==> src/rtl/hour_24_set_counter.sv <==
// Hour stage (00-23, BCD) of a 24-hour clock: counts minute-tens carries in run mode,
// and in set mode steps up/down from debounced-by-synchronizer buttons with hold-to-repeat.
module hour_24_set_counter #(
  parameter int HOLD_CYCLES   = 1000,
  parameter int REPEAT_CYCLES = 250
) (
  input  logic       clk,
  input  logic       rst_n,
  input  logic       carry_in,
  input  logic       set_mode,
  input  logic       btn_up,
  input  logic       btn_down,
  output logic [3:0] hour_tens,
  output logic [3:0] hour_ones,
  output logic       carry_day
);

  localparam int CNT_MAX = (HOLD_CYCLES > REPEAT_CYCLES) ? HOLD_CYCLES : REPEAT_CYCLES;
  localparam int CW      = (CNT_MAX > 1) ? $clog2(CNT_MAX) : 1;
  localparam logic [CW-1:0] HOLD_LAST   = CW'(HOLD_CYCLES - 1);
  localparam logic [CW-1:0] REPEAT_LAST = CW'(REPEAT_CYCLES - 1);

  typedef enum logic [1:0] {ST_IDLE, ST_HOLD, ST_REPEAT} state_t;

  state_t        r_state, w_state_nxt;
  logic [CW-1:0] r_cnt, w_cnt_nxt;
  logic          r_dir_up, w_dir_nxt;
  logic          w_step_up, w_step_dn;

  logic r_up_s1, r_up_s2, r_up_lvl, r_up_rise, r_up_armed;
  logic r_dn_s1, r_dn_s2, r_dn_lvl, r_dn_rise, r_dn_armed;
  logic [1:0] r_sync_valid;

  logic [3:0] r_tens, r_ones;
  logic       r_carry_day;
  logic [3:0] w_inc_tens, w_inc_ones, w_dec_tens, w_dec_ones;
  logic       w_at_max, w_act_lvl, w_oth_lvl;

  // A button held through reset must be seen low once (after the synchronizer refills) before it can arm.
  always_ff @(posedge clk or negedge rst_n) begin
    if (!rst_n) begin
      r_up_s1      <= 1'b0;
      r_up_s2      <= 1'b0;
      r_up_lvl     <= 1'b0;
      r_up_rise    <= 1'b0;
      r_up_armed   <= 1'b0;
      r_dn_s1      <= 1'b0;
      r_dn_s2      <= 1'b0;
      r_dn_lvl     <= 1'b0;
      r_dn_rise    <= 1'b0;
      r_dn_armed   <= 1'b0;
      r_sync_valid <= 2'b00;
    end else begin
      r_up_s1      <= btn_up;
      r_up_s2      <= r_up_s1;
      r_up_lvl     <= r_up_s2;
      r_up_rise    <= r_up_s2 & ~r_up_lvl & r_up_armed;
      r_dn_s1      <= btn_down;
      r_dn_s2      <= r_dn_s1;
      r_dn_lvl     <= r_dn_s2;
      r_dn_rise    <= r_dn_s2 & ~r_dn_lvl & r_dn_armed;
      r_sync_valid <= {r_sync_valid[0], 1'b1};
      if (r_sync_valid[1] && !r_up_s2) r_up_armed <= 1'b1;
      if (r_sync_valid[1] && !r_dn_s2) r_dn_armed <= 1'b1;
    end
  end

  always_ff @(posedge clk or negedge rst_n) begin
    if (!rst_n) begin
      r_state  <= ST_IDLE;
      r_cnt    <= '0;
      r_dir_up <= 1'b0;
    end else begin
      r_state  <= w_state_nxt;
      r_cnt    <= w_cnt_nxt;
      r_dir_up <= w_dir_nxt;
    end
  end

  assign w_act_lvl = r_dir_up ? r_up_lvl : r_dn_lvl;
  assign w_oth_lvl = r_dir_up ? r_dn_lvl : r_up_lvl;

  always_comb begin
    w_state_nxt = r_state;
    w_cnt_nxt   = r_cnt;
    w_dir_nxt   = r_dir_up;
    w_step_up   = 1'b0;
    w_step_dn   = 1'b0;
    case (r_state)
      ST_IDLE: begin
        w_cnt_nxt = '0;
        if (set_mode && r_up_rise && !r_dn_lvl) begin
          w_state_nxt = ST_HOLD;
          w_dir_nxt   = 1'b1;
          w_step_up   = 1'b1;
        end else if (set_mode && r_dn_rise && !r_up_lvl) begin
          w_state_nxt = ST_HOLD;
          w_dir_nxt   = 1'b0;
          w_step_dn   = 1'b1;
        end
      end
      ST_HOLD, ST_REPEAT: begin
        if (!set_mode || !w_act_lvl || w_oth_lvl) begin
          w_state_nxt = ST_IDLE;
          w_cnt_nxt   = '0;
        end else if (r_cnt == ((r_state == ST_HOLD) ? HOLD_LAST : REPEAT_LAST)) begin
          w_state_nxt = ST_REPEAT;
          w_cnt_nxt   = '0;
          w_step_up   = r_dir_up;
          w_step_dn   = ~r_dir_up;
        end else begin
          w_cnt_nxt = r_cnt + 1'b1;
        end
      end
      default: begin
        w_state_nxt = ST_IDLE;
        w_cnt_nxt   = '0;
      end
    endcase
  end

  assign w_at_max = (r_tens == 4'd2) && (r_ones == 4'd3);

  always_comb begin
    w_inc_tens = r_tens;
    w_inc_ones = r_ones + 4'd1;
    w_dec_tens = r_tens;
    w_dec_ones = r_ones - 4'd1;
    if (w_at_max) begin
      w_inc_tens = 4'd0;
      w_inc_ones = 4'd0;
    end else if (r_ones == 4'd9) begin
      w_inc_tens = r_tens + 4'd1;
      w_inc_ones = 4'd0;
    end
    if (r_tens == 4'd0 && r_ones == 4'd0) begin
      w_dec_tens = 4'd2;
      w_dec_ones = 4'd3;
    end else if (r_ones == 4'd0) begin
      w_dec_tens = r_tens - 4'd1;
      w_dec_ones = 4'd9;
    end
  end

  // Run mode counts carries only; set mode takes FSM steps only, so a carry there is dropped.
  always_ff @(posedge clk or negedge rst_n) begin
    if (!rst_n) begin
      r_tens      <= 4'd0;
      r_ones      <= 4'd0;
      r_carry_day <= 1'b0;
    end else begin
      r_carry_day <= 1'b0;
      if (!set_mode) begin
        if (carry_in) begin
          r_tens      <= w_inc_tens;
          r_ones      <= w_inc_ones;
          r_carry_day <= w_at_max;
        end
      end else if (w_step_up) begin
        r_tens <= w_inc_tens;
        r_ones <= w_inc_ones;
      end else if (w_step_dn) begin
        r_tens <= w_dec_tens;
        r_ones <= w_dec_ones;
      end
    end
  end

  assign hour_tens = r_tens;
  assign hour_ones = r_ones;
  assign carry_day = r_carry_day;

endmodule

==> config.mk <==
export PLATFORM = sky130hd
export DESIGN_NAME = hour_24_set_counter
export DESIGN_NICKNAME = d
export VERILOG_FILES = /design/src/rtl/hour_24_set_counter.sv
export SDC_FILE = /design/constraint.sdc
export NUM_CORES = 1
export LEC_CHECK = 0
export CELL_PAD_IN_SITES_DETAIL_PLACEMENT = 0
export CELL_PAD_IN_SITES_GLOBAL_PLACEMENT = 2
export CORE_ASPECT_RATIO = 0.8
export CORE_MARGIN = 2
export CORE_UTILIZATION = 37
export DETAILED_ROUTE_END_ITERATION = 10
export PLACE_DENSITY = 0.81
export SKIP_CTS_REPAIR_TIMING = 1
export SLEW_MARGIN = 15
export SYNTH_ARGS = -nofsm -noshare
export SYNTH_HDL_FRONTEND = slang
export SYNTH_SLANG_ARGS = --single-unit
==> constraint.sdc <==
create_clock -name clk -period 3.04 [get_ports clk]
set_input_delay 0.608 -clock clk [delete_from_list [all_inputs] [get_ports clk]]
set_output_delay 0.608 -clock clk [all_outputs]
set_load 0.005 [all_outputs]
## After elaboration in Yosys (flattened, before gate mapping)

Cells that the tools add are included.
Widths: inputs -> output; s select.

| word-level totals | value |
|---|---|
| input port bits | 6 |
| output and inout port bits | 9 |
| register bits after elaboration | 34 |

| operators by class | value |
|---|---|
| reduce and logical (&&, ||, !) cells | 26 |
| multiplexer cells | 40 |
| $add $sub $neg | 5 |
| bitwise gates (word level) | 7 |
| equal/unequal tests | 10 |

Operators with widths:

| cell | count |
|---|---|
| $mux 4 | 16 |
| $mux 10 | 4 |
| $mux 1 | 13 |
| $add 10x1->10 const B | 1 |
| $eq 10x10->1 | 1 |
| $add 4x1->4 const B | 2 |
| $eq 4x2->1 const B | 2 |
| $logic_and 1x1->1 | 8 |
| $logic_not 4->1 | 2 |
| $mux 2 | 4 |
| $sub 4x1->4 const B | 2 |
| $logic_not 1->1 | 6 |
| $ne 3x3->1 const B | 2 |
| $reduce_and 2->1 | 3 |
| $and 1x1->1 | 4 |
| $eq 4x4->1 const B | 1 |
| $ne 4x1->1 const B | 1 |
| $pmux 1 s2 | 2 |
| $pmux 2 s2 | 1 |
| $reduce_bool 2->1 | 2 |
| $ne 3x1->1 const B | 1 |
| $not 1->1 | 3 |
| $reduce_and 3->1 | 1 |
| $eq 2x1->1 const B | 1 |
| other kinds (4) | 5 |

## Depth between registers and ports, before layout

| depth | value |
|---|---|
| depth after elaboration | 9 |
| depth in mapped cells | 9 |

## Least setup slack after synthesis

No wires, ideal clock.

| timing | value |
|---|---|
| path type | register -> register |
| from | register r_state[0] |
| to | register r_tens[3] (netlist: hour_tens[3]) |
| setup time | 0.133 ns |
| arrival | 2.081 ns |
| stages on the path, launching flop included | 9 |
| setup slack | 0.827 ns |
| data required time | 2.907 ns |
| period minus slack after synthesis | 2.213 ns |
| cell sequence | dfrtp_1 -> ha_1 -> or3_4 -> nor4_4 -> o2111ai_2 -> and2_4 -> buf_6 -> a311oi_1 -> a211oi_2 |

| between the ends | value |
|---|---|
| longest elaborated chain between the ends | 8 |

RTL lines:

| element | line | text |
|---|---|---|
| start, declared | 25 | `state_t r_state, w_state_nxt;` |
| start signal, assigned | 74 | `r_state <= w_state_nxt;` |
| $eq 2x1->1 | 89, 106 |  |
| $mux 10 | 106 | `end else if (r_cnt == ((r_state == ST_HOLD) ? HOLD_LAST : REPEAT_LAST)) begin` |
| $eq 10x10->1 | 106 |  |
| $mux 1 | 106 |  |
| $mux 1 | 103 | `if (!set_mode \|\| !w_act_lvl \|\| w_oth_lvl) begin` |
| $pmux 1 s2 | 89 | `case (r_state)` |
| $ne 4x1->1 (no line), or another cell as far along | n/a |  |
| $reduce_and 3->1 (no line) / $mux 4 (equally long branches) | n/a |  |
| end signal, assigned | 155 | `r_tens <= w_inc_tens;` |
| end signal, assigned | 160 | `r_tens <= w_inc_tens;` |
| end signal, assigned | 163 | `r_tens <= w_dec_tens;` |
| end, declared | 34 | `logic [3:0] r_tens, r_ones;` |

Parallel ways exist; a longest one is shown, timed or not.
A chain may end at the register's enable or synchronous reset.

## Worst setup path in the final report

| timing | value |
|---|---|
| from | register r_state[1] |
| to | register r_ones[2] (netlist: hour_ones[2]) |

| between the ends | value |
|---|---|
| longest elaborated chain between the ends | 8 |

RTL lines:

| element | line | text |
|---|---|---|
| $eq 2x1->1 | 89, 106 |  |
| $mux 10 | 106 |  |
| $eq 10x10->1 | 106 |  |
| $mux 1 | 106 |  |
| $mux 1 | 103 |  |
| $pmux 1 s2 | 89 |  |
| $ne 3x1->1 (no line) / $mux 4 (equally long branches) | n/a |  |
| $reduce_and 2->1 (no line) / $mux 4 (equally long branches) | n/a |  |
| end signal, assigned | 156 | `r_ones <= w_inc_ones;` |
| end signal, assigned | 161 | `r_ones <= w_inc_ones;` |
| end signal, assigned | 164 | `r_ones <= w_dec_ones;` |
| end, declared | 34 |  |

Parallel ways exist; a longest one is shown, timed or not.

==> results by group <==
Setup path
  – Crit Path Category: flip-flop to flip-flop
  – Crit path DAT: 2660 ps
  – CP Launch Type: flip-flop
  – CP endpoint kind: flip-flop
  – Crit path cell chain: inv_1, ha_1, or3_4, nor4_4, o2111ai_2, nand2_1, nor2_1, o32ai_1
  – Crit-path slowest cell: or3_4
  – WP data required: 3220 ps
  – Crit-path max cell delay: 410 ps
  – CP Max Fanout: 8

Route
  – Initial DRT Pass Iterations: 4
  – Total number of vias: 1577
  – Routed length per instance: 14.9 um
  – Vias/cell: 5.53
  – Drc violations: 0
  – Number of DRC markers in iteration 0: 163
  – Detail Route Antenna Nets: 0
  – Routed wire length: 4.25 mm

Layout
  – # diodes: 0
  – Post-layout util: 0.448
  – Area delta synth->final: 15.8%
  – # fillers: 495
  – # nets final: 240
  – Layout cells sized above 1: 0.0987

Timing
  – RSZ-0062 raised after global routing: false
  – Setup TNS: 0 ps
  – Slew Viols, Final: 0
  – Hold WS: 362 ps
  – Part of the cycle the worst path needs: 0.813
  – Slew @ Worst Pin: 753 ps
  – Final setup viols: 0
  – Tmin final: 2470 ps
  – Worst Clk Skew: 8.60 ps
  – Fmax: 404 MHz
  – Slew margin rel.: 0.495
  – Fin. Hold Viols: 0

GRT
  – GRT met1 Usage: 0.241
  – Gr busiest metal: met1
  – Total track usage: 0.160
  – Grt ovf: 0
  – M3 GR Usage: 0.0335
  – Global routing usage on met2: 0.228
  – Largest net degree at the start of global routing: 35
  – Global-route wire length before repair: 7.51 mm
  – Antenna violations before repair: 0
  – Vias in the first global route: 1463

Floorplan
  – Die Width: 85.4 um
  – Core Box Area: 5060 sq um
  – Effective utilization at floorplan: 0.387
  – Die Area: 5900 sq um
  – Die Ht: 69.1 um
  – Number of core rows: 23
  – I/O pin total: 15

Yosys
  – Post-synth ARST share: 1.00
  – Cells after Synth: 202
  – Synth top area share: 0.434
  – FF+latch count, synth: 34
  – Fraction of synthesized area in multiplexers: 0.00510
  – Main combinational cell family by area after synthesis: simple AND/OR/NAND/NOR gates
  – Mapped Nets: 220
  – Most instantiated cells after synthesis: dfrtp_1, nor2_1, inv_1
  – Simple-gate share of the synthesized area: 0.214
  – Netlist area before placement: 1960 sq um
  – Yosys warns: 0
  – Synth Area in XOR/XNOR: 0.0357
  – Count of flip-flops with a built-in enable after synthesis: 0
  – Sequential element share of the synthesized area: 0.434
  – Most numerous cell in the Yosys netlist: dfrtp_1
  – Compound-Gate Fraction of Synth Area: 0.189
  – Number of distinct library cells after synthesis: 47
  – Adder-Cell Fraction of Synth Area: 0.0765
  – Syn Area/Cell: 9.71 sq um
  – Top cells by area, synth: dfrtp_1, ha_1, a21oi_1
  – Most used flip-flop cell after synthesis: dfrtp_1
  – Top cell type by total area after synthesis: dfrtp_1

Clocking
  – Clk_lat worst skew: 290 ps
  – CTS tree: done
  – CTS H-tree depth: 2
  – CTS Buffer Depth: 2
  – CTS buffer count: 5
  – Root Buffer: clkbuf_8
  – Clock-pin slew on the worst setup and hold paths: 80 ps
  – CTS sink count: 34

Power
  – LEAKAGE: 0.961 nW
  – VDD IR max: 0.000398 V
  – P per Cell Area: 692 nW/um^2

Place
  – GP Congestion: 0.833
  – PortBufs: 14
  – DP HPWL: 3.04 mm

Min path
  – Worst min-delay path class: flip-flop to flip-flop

Run
  – Reported max-cap violation count: 0

Outcome
  – Status: finished clean
## worst paths after layout
path / startpoint / to / slack (ps) / cells after the start
hold / removal: r_dn_s1 / r_dn_s2 / 360 / 0
hold reg to reg: r_dn_s1 / r_dn_s2 / 360 / 0
min in group asynchronous: rst_n / r_dn_s2 / 730 / 2
setup reg to reg: r_state[1] / hour_ones[2] / 570 / 8
setup / recovery: r_state[1] / hour_ones[2] / 570 / 8
max in group asynchronous: rst_n / hour_ones[3] / 1990 / 2
## through the flow
stage | cells | power [mW] | instance area, sq um | worst slack [ps]
2_1_floorplan | 202 | 1.01 | 1960 | 827
3_3_place_gp | 277 | 1.22 | 2180 | 330
3_5_place_dp | 277 | 1.22 | 2180 | 298
4_1_cts | 285 | 1.58 | 2270 | 552
5_1_grt | 285 | 1.71 | 2270 | 303
6_report | 285 | 1.57 | 2270 | 568
## registers in the layout (all words and copies together), names as in the netlist, 2 cells and up
name / flops
r_state: 2
r_sync_valid: 2
hour_tens: 4
hour_ones: 4
r_cnt: 10
## power by group
| group | internal (mW) | switching, mW |
|---|---|---|
| combinational | 0.281 | 0.304 |
| clock | 0.182 | 0.174 |
| sequential | 0.521 | 0.109 |
## routing by layer
layer | wire length, um | up-vias
li1 | - | 756
met1 | 2090 | 778
met2 | 1940 | 33
met3 | 142 | 10
met4 | 78 | 0
met5 | 0 | -
## layout by cell type (no fill, tap or decap), drive strengths merged, types with 2 or more instances in the layout
cell type       n
xnor2           2
o22ai           2
buf             2
o21a            2
inv            18
and3            4
a21oi          15
o32ai           2
or3             2
xor2            6
nand3          13
nor4            3
clkbuf          6
nor2b           3
o31a            2
ha             12
dfrtp          34
nor4b           2
nor2           19
and2            2
a21o            4
a41oi           2
clkdlybuf4s50  14
a211oi          4
o21bai          2
o21ai           7
nor3b           4
nand2          11
nand2b          5
nor3            3
a31oi           5
## kinds of logic (layout without fill, tap and decap cells)
group / after synthesis / in the layout
AO/OA/AOI/OAI: 53 / 53
XOR/XNOR: 8 / 8
adder cells (fa/ha/maj): 12 / 12
buffers and inverters: 21 / 42
flip-flops: 34 / 34
multiplexers: 1 / 1
other: 1 / 1
AND/OR/NAND/NOR: 72 / 72
## cell type report
type                            count  area (sq um)  share of cell area
Tap cell                           62          77.6              0.0342
Timing Repair Buffer               16           155              0.0683
Inverter                           18          67.6              0.0298
Multi-Input combinational cell    147          1020               0.451
Clock inverter                      2          12.5             0.00551
Sequential cell                    34           851               0.375
Clock buffer                        6          82.6              0.0364
## critical path: cells and delay by family (launching register included)
family | cells | cell delay (ps)
AOI/OAI and AO/OA | 2 | 570
adders and majority gates | 1 | 220
buffers and inverters | 1 | 70
DFF | 1 | 380
and+or+nand+nor | 4 | 1140
Note: power is estimated with default switching activity, not from simulation.
